===== config.mk =====
export PLATFORM = sky130hd
export DESIGN_NAME = alu_seq_unit
export DESIGN_NICKNAME = d
export VERILOG_FILES = /design/src/rtl/alu_seq_unit.sv
export SDC_FILE = /design/constraint.sdc
export NUM_CORES = 1
export LEC_CHECK = 0
export CAP_MARGIN = 20
export CORE_MARGIN = 3
export CORE_UTILIZATION = 35
export CTS_BUF_LIST = sky130_fd_sc_hd__clkbuf_4 sky130_fd_sc_hd__clkbuf_8
export CTS_CLUSTER_DIAMETER = 30
export DETAILED_ROUTE_END_ITERATION = 10
export GPL_ROUTABILITY_DRIVEN = 0
export HOLD_SLACK_MARGIN = 0.12
export MAX_ROUTING_LAYER = met4
export REMOVE_ABC_BUFFERS = 1
export SLEW_MARGIN = 20
export SYNTH_ARGS = -nofsm -noshare
export SYNTH_HDL_FRONTEND = slang
export SYNTH_SLANG_ARGS = --single-unit

===== constraint.sdc =====
create_clock -name clk -period 2.2 [get_ports clk]
set_clock_uncertainty 0.05 [all_clocks]
set_input_delay 0.33 -clock clk [delete_from_list [all_inputs] [get_ports clk]]
set_output_delay 0.33 -clock clk [all_outputs]
set_load 0.02 [all_outputs]

===== src/rtl/alu_seq_unit.sv =====
// Handshaked EX-stage ALU: registered result + NZCV, one op per cycle over valid/ready.
// Define ALU_SEQ_MUL_EN to add the iterative shift-add MUL (cmd 4'hA) and its BUSY state.
module alu_seq_unit #(
  parameter int WIDTH = 32,
  parameter int CMD_W = 4
) (
  input  logic             clk,
  input  logic             rst_n,
  input  logic             flush,
  input  logic             in_valid,
  output logic             in_ready,
  input  logic [CMD_W-1:0] exe_cmd,
  input  logic [WIDTH-1:0] in1,
  input  logic [WIDTH-1:0] in2,
  input  logic             c_in,
  input  logic             v_in,
  output logic             out_valid,
  input  logic             out_ready,
  output logic [WIDTH-1:0] result,
  output logic [3:0]       sr,
  output logic             dbg_busy
);
  // Handshake: a transfer happens on a rising edge where valid & ready are both high;
  // valid never waits on ready, and a held output stays stable until it is taken.
  localparam logic [CMD_W-1:0] CMD_MOV = CMD_W'(1);
  localparam logic [CMD_W-1:0] CMD_ADD = CMD_W'(2);
  localparam logic [CMD_W-1:0] CMD_ADC = CMD_W'(3);
  localparam logic [CMD_W-1:0] CMD_SUB = CMD_W'(4);
  localparam logic [CMD_W-1:0] CMD_SBC = CMD_W'(5);
  localparam logic [CMD_W-1:0] CMD_AND = CMD_W'(6);
  localparam logic [CMD_W-1:0] CMD_ORR = CMD_W'(7);
  localparam logic [CMD_W-1:0] CMD_EOR = CMD_W'(8);
  localparam logic [CMD_W-1:0] CMD_MVN = CMD_W'(9);

  logic             r_out_valid;
  logic [WIDTH-1:0] r_result;
  logic [3:0]       r_sr;
  logic [WIDTH-1:0] w_b_add, w_res;
  logic [WIDTH:0]   w_sum;
  logic             w_c_add, w_arith, w_is_mul, w_c, w_v, w_accept;
  logic [3:0]       w_sr;

  assign out_valid = r_out_valid;
  assign result    = r_result;
  assign sr        = r_sr;
  assign w_accept  = in_valid & in_ready;

  // Undefined commands fall through with w_res=0, giving sr={0,1,c_in,v_in} for free.
  always_comb begin
    w_b_add  = in2;
    w_c_add  = 1'b0;
    w_arith  = 1'b0;
    w_is_mul = 1'b0;
    w_res    = '0;
    case (exe_cmd)
      CMD_MOV: w_res = in2;
      CMD_MVN: w_res = ~in2;
      CMD_ADD: w_arith = 1'b1;
      CMD_ADC: begin w_arith = 1'b1; w_c_add = c_in; end
      CMD_SUB: begin w_arith = 1'b1; w_b_add = ~in2; w_c_add = 1'b1; end
      CMD_SBC: begin w_arith = 1'b1; w_b_add = ~in2; w_c_add = c_in; end
      CMD_AND: w_res = in1 & in2;
      CMD_ORR: w_res = in1 | in2;
      CMD_EOR: w_res = in1 ^ in2;
`ifdef ALU_SEQ_MUL_EN
      CMD_W'(10): w_is_mul = 1'b1;
`endif
      default: w_res = '0;
    endcase
    w_sum = {1'b0, in1} + {1'b0, w_b_add} + {{WIDTH{1'b0}}, w_c_add};
    if (w_arith) w_res = w_sum[WIDTH-1:0];
    w_c  = w_arith ? w_sum[WIDTH] : c_in;
    w_v  = w_arith ? ((in1[WIDTH-1] == w_b_add[WIDTH-1]) && (w_res[WIDTH-1] != in1[WIDTH-1])) : v_in;
    w_sr = {w_res[WIDTH-1], (w_res == '0), w_c, w_v};
  end

`ifdef ALU_SEQ_MUL_EN
  localparam int CNT_W = $clog2(WIDTH);
  typedef enum logic {S_IDLE = 1'b0, S_BUSY = 1'b1} state_t;
  state_t           r_state, w_state_nxt;
  logic [WIDTH-1:0] r_acc, r_mcand, r_mplier, w_acc_nxt;
  logic [CNT_W-1:0] r_count;
  logic             r_mc, r_mv, w_mul_done;

  always_ff @(posedge clk or negedge rst_n) begin
    if (!rst_n) r_state <= S_IDLE;
    else        r_state <= w_state_nxt;
  end

  // The last shift-add step and the result load share one edge, so latency is WIDTH+1.
  always_comb begin
    w_state_nxt = r_state;
    if (flush) w_state_nxt = S_IDLE;
    else begin
      case (r_state)
        S_IDLE: if (w_accept && w_is_mul) w_state_nxt = S_BUSY;
        S_BUSY: if (r_count == CNT_W'(WIDTH - 1)) w_state_nxt = S_IDLE;
        default: w_state_nxt = S_IDLE;
      endcase
    end
  end

  always_comb begin
    in_ready   = (r_state == S_IDLE) && (!r_out_valid || out_ready) && !flush;
    dbg_busy   = (r_state == S_BUSY);
    w_mul_done = (r_state == S_BUSY) && (r_count == CNT_W'(WIDTH - 1));
    w_acc_nxt  = r_acc + (r_mplier[0] ? r_mcand : '0);
  end

  always_ff @(posedge clk or negedge rst_n) begin
    if (!rst_n) begin
      r_acc    <= '0;
      r_mcand  <= '0;
      r_mplier <= '0;
      r_count  <= '0;
      r_mc     <= 1'b0;
      r_mv     <= 1'b0;
    end else if (w_accept && w_is_mul) begin
      r_acc    <= '0;
      r_mcand  <= in1;
      r_mplier <= in2;
      r_count  <= '0;
      r_mc     <= c_in;
      r_mv     <= v_in;
    end else if (r_state == S_BUSY) begin
      r_acc    <= w_acc_nxt;
      r_mcand  <= r_mcand << 1;
      r_mplier <= r_mplier >> 1;
      r_count  <= r_count + 1'b1;
    end
  end
`else
  always_comb begin
    in_ready = (!r_out_valid || out_ready) && !flush;
    dbg_busy = 1'b0;
  end
`endif

  always_ff @(posedge clk or negedge rst_n) begin
    if (!rst_n) begin
      r_out_valid <= 1'b0;
      r_result    <= '0;
      r_sr        <= 4'b0100;
    end else if (flush) begin
      r_out_valid <= 1'b0;
    end else if (w_accept && !w_is_mul) begin
      r_out_valid <= 1'b1;
      r_result    <= w_res;
      r_sr        <= w_sr;
`ifdef ALU_SEQ_MUL_EN
    end else if (w_mul_done) begin
      r_out_valid <= 1'b1;
      r_result    <= w_acc_nxt;
      r_sr        <= {w_acc_nxt[WIDTH-1], (w_acc_nxt == '0), r_mc, r_mv};
`endif
    end else if (out_ready) begin
      r_out_valid <= 1'b0;
    end
  end
endmodule


==> flow_metrics.env <==
export IMPL_yosys_area_top_type_share=0.1908
export IMPL_setup_violations=34
export IMPL_synth_xor_area_share=0.09000
export IMPL_synth_compound_area_frac=0.2867
export IMPL_p_leak_nw=4.996
export IMPL_io_buffers=112
export IMPL_n_antenna_cell=0
export IMPL_maxSlewViolCount=0
export IMPL_ys_flop_type="dfrtp_1"
export IMPL_fin_crit_ps=3676
export IMPL_stdcell_area_sq_um=10680
export IMPL_seq_area_frac_synth=0.1448
export IMPL_initial_core_util=0.3589
export IMPL_grt_pass1_wl_microns=36790
export IMPL_pin_count=114
export IMPL_async_reset_ff_frac=1.000
export IMPL_num_rows=48
export IMPL_clock_sinks=36
export IMPL_powerDensity_nw_per_um2=464.1
export IMPL_syn_avg_cell_area_sq_um=7.728
export IMPL_first_global_vias=7243
export IMPL_relSlewSlack=0.5212
export IMPL_fp_dieH_microns=139.4
export IMPL_hp_class="in -> reg"
export IMPL_synthCells=806
export IMPL_layout_nets=1334
export IMPL_clockBufferDepth=2
export IMPL_htreeDepth=2
export IMPL_cts_tree="built"
export IMPL_synth_adder_area_share=0.1973
export IMPL_final_layout_size_suffix_gt1_frac=0.3861
export IMPL_cp_max_fo=3
export IMPL_synthTopCellsByArea="ha_1, dfrtp_1, xnor2_1"
export IMPL_syn_cell_area_sq_um=6228
export IMPL_wl_per_cell_microns=17.38
export IMPL_synth_area_leader_cell="ha_1"
export IMPL_yosys_register_bits=36
export IMPL_area_delta_synth_final_pct=71.45
export IMPL_totalWireLength_microns=24120
export IMPL_fmaxAchievable_mhz=272.0
export IMPL_tns_ps=-25950
export IMPL_drc_errors=0
export IMPL_num_fill_cells=1475
export IMPL_grt_max_degree=56
export IMPL_holdPathStages=3
export IMPL_yosysWarnings=0
export IMPL_drv_cap=0
export IMPL_clk_latency_ps=300
export IMPL_die_area_sq_um=19430
export IMPL_synth_top_family_by_area="compound AO/OA/AOI/OAI gates"
export IMPL_synth_cell_type_count=74
export IMPL_violations="setup timing"
export IMPL_placed_area_sq_um=9283
export IMPL_status="complete, but fails checks"
export IMPL_ir_drop_uv=322.8
export IMPL_cts_buffers=5
export IMPL_core_area_sq_um=17360
export IMPL_cp_start_kind="primary input"
export IMPL_via_per_inst=5.299
export IMPL_die_w_microns=139.4
export IMPL_vias=7355
export IMPL_rsz0062_at_grt="yes"
export IMPL_layout_setup_ws_ps=-1476
export IMPL_ant_nets=0
export IMPL_cts_root_buf="clkbuf_8"
export IMPL_seq_area_sq_um=902.1
export IMPL_grtUsageTotal=0.2353
export IMPL_worst_r2r_path_depth=11
export IMPL_yosys_area_share_simple=0.1495
export IMPL_synth_edf_count=0
export IMPL_final_hold_violation_count=0
export IMPL_clk_pin_slew_ps=80
export IMPL_grt_overflow=0
export IMPL_drtIter0Drc=544
export IMPL_synth_area_mux_share=0.03797
export IMPL_dp_hpwl_microns=17280
export IMPL_first_pass_iters=5
export IMPL_cp_required_ps=2360
export IMPL_final_period_utilization=1.671
export IMPL_end_kind="register"
export IMPL_tightest_slew_ps=709.3
export IMPL_antenna_found_initial=0
export IMPL_path_class="in -> reg"
export IMPL_multi_input_area_sq_um=5582
export IMPL_crit_arrival_ps=3840
==> report_power, final <==
| part | switching (W) | internal (W) |
|---|---|---|
| Clock | 0.000289 | 0.000349 |
| Combinational | 0.00167 | 0.00178 |
| Sequential | 0.0000738 | 0.000796 |
| Total | 0.00203 | 0.00293 |
==> state kept, by name, indices dropped and copies added, names as in the netlist <==
signal / flops
out_valid: 1
result: 32
sr: 3
==> worst max-delay path: stages <==
cell	delay, ps
buf_6	90
nand2b_4	150
nor2_4	150
xnor2_1	100
fa_2	370
fa_2	410
nor2b_4	150
buf_6	110
o31a_1	200
nor2_4	80
buf_4	140
o21ai_4	170
xnor2_2	160
o211ai_1	130
nor4_1	330
and4_1	270
nand4_1	140
o41ai_4	330
==> cells in the final DEF, fill, tap and decap left out, types with 6 or more instances in the layout <==
cell type	count
inv_1	77
ha_1	88
xnor2_2	16
mux2i_1	9
o21a_1	8
nor2_1	55
xnor2_1	29
a221oi_1	10
a221o_1	11
a21oi_1	44
buf_6	29
a211oi_1	15
mux2_2	10
o21ai_1	18
a21oi_4	6
xor2_1	17
buf_12	9
clkdlybuf4s50_1	102
a21o_1	13
nand2b_1	6
a21oi_2	15
dfrtp_1	35
nand4_1	11
ha_4	7
and2_1	6
buf_4	246
o21ai_0	30
o21ai_2	17
nand2_1	61
==> area by class of cell <==
type	instances	share of cell area
multi-input combinational	639	0.5227
timing repair buffer	397	0.3267
sequential	36	0.08448
inverter	83	0.02941
tap	225	0.02636
clock buffer	6	0.007147
clock inverter	2	0.003281
==> per-layer routing <==
layer  up-vias  GRT usage  part of all wire
li1       3567          -                 -
met1      3456     0.3057              0.43
met2       270     0.3919              0.48
met3        62    0.01890             0.055
met4         0    0.07106             0.029
met5         -          -                 0
==> Yosys cell counts (3+ instances only) <==
| cell | n |
|---|---|
| a211oi_1 | 18 |
| a21boi_0 | 5 |
| a21o_1 | 13 |
| a21oi_1 | 62 |
| a221o_1 | 11 |
| a221oi_1 | 11 |
| a22oi_1 | 7 |
| a31oi_1 | 13 |
| and2_1 | 7 |
| and3_1 | 3 |
| buf_1 | 5 |
| buf_2 | 13 |
| buf_4 | 4 |
| buf_6 | 7 |
| clkbuf_1 | 18 |
| dfrtp_1 | 35 |
| ha_1 | 95 |
| inv_1 | 83 |
| mux2_2 | 13 |
| mux2i_1 | 9 |
| nand2_1 | 64 |
| nand2b_1 | 8 |
| nand3_1 | 6 |
| nand3b_1 | 3 |
| nand4_1 | 11 |
| nor2_1 | 61 |
| nor2b_1 | 6 |
| nor3_1 | 7 |
| o211ai_1 | 5 |
| o21a_1 | 8 |
| o21ai_0 | 65 |
| o21bai_1 | 5 |
| o31a_1 | 3 |
| o31ai_1 | 7 |
| or3_1 | 3 |
| xnor2_1 | 45 |
| xor2_1 | 19 |
==> path summary, 6_finish.rpt <==
| check | startpoint | endpoint | slack, ps |
|---|---|---|---|
| max | exe_cmd[1] | sr[2] | -1480 |
| min in group asynchronous | rst_n | result[1] | 430 |
| max reg2reg | out_valid | sr[2] | -700 |
| min | c_in | sr[1] | 340 |
| min reg2reg | result[6] | result[6] | 440 |
| max in group asynchronous | rst_n | sr[2] | 960 |
==> through the flow <==
step	std cells	util	setup WS (ps)	power, W	hold slack, ps
CTS	1378	0.5918	-1296	0.004677	328.6
detailed placement	1338	0.5348	-2310	0.003634	255.8
global placement	1338	0.5348	-2267	0.003598	249.4
floorplan	758	-	-3388	0.002178	-15.59
global route	1388	0.6153	-1594	0.005233	348.8
finish	1388	0.6153	-1476	0.004956	343.2
==> logic make-up (layout without fill, tap and decap cells) <==
group,after synthesis,count (layout)
other,1,1
AO/OA/AOI/OAI,261,261
buffers and inverters,131,488
multiplexers,22,22
flip-flops,36,36
AND/OR/NAND/NOR,194,194
adder cells (fa/ha/maj),97,97
XOR/XNOR,64,64
==> what timing repair did <==
action / in CTS / in global routing
endpoints found under the hold margin: 18 / 0
gates cloned: 1 / 0
hold buffers: 1 / 0
setup endpoints to repair: 35 / 34
pin swaps: 98 / 48
resized for setup: 186 / 69
buffers inserted: 40 / 18
No activity file was read; power rests on OpenSTA's default activity.
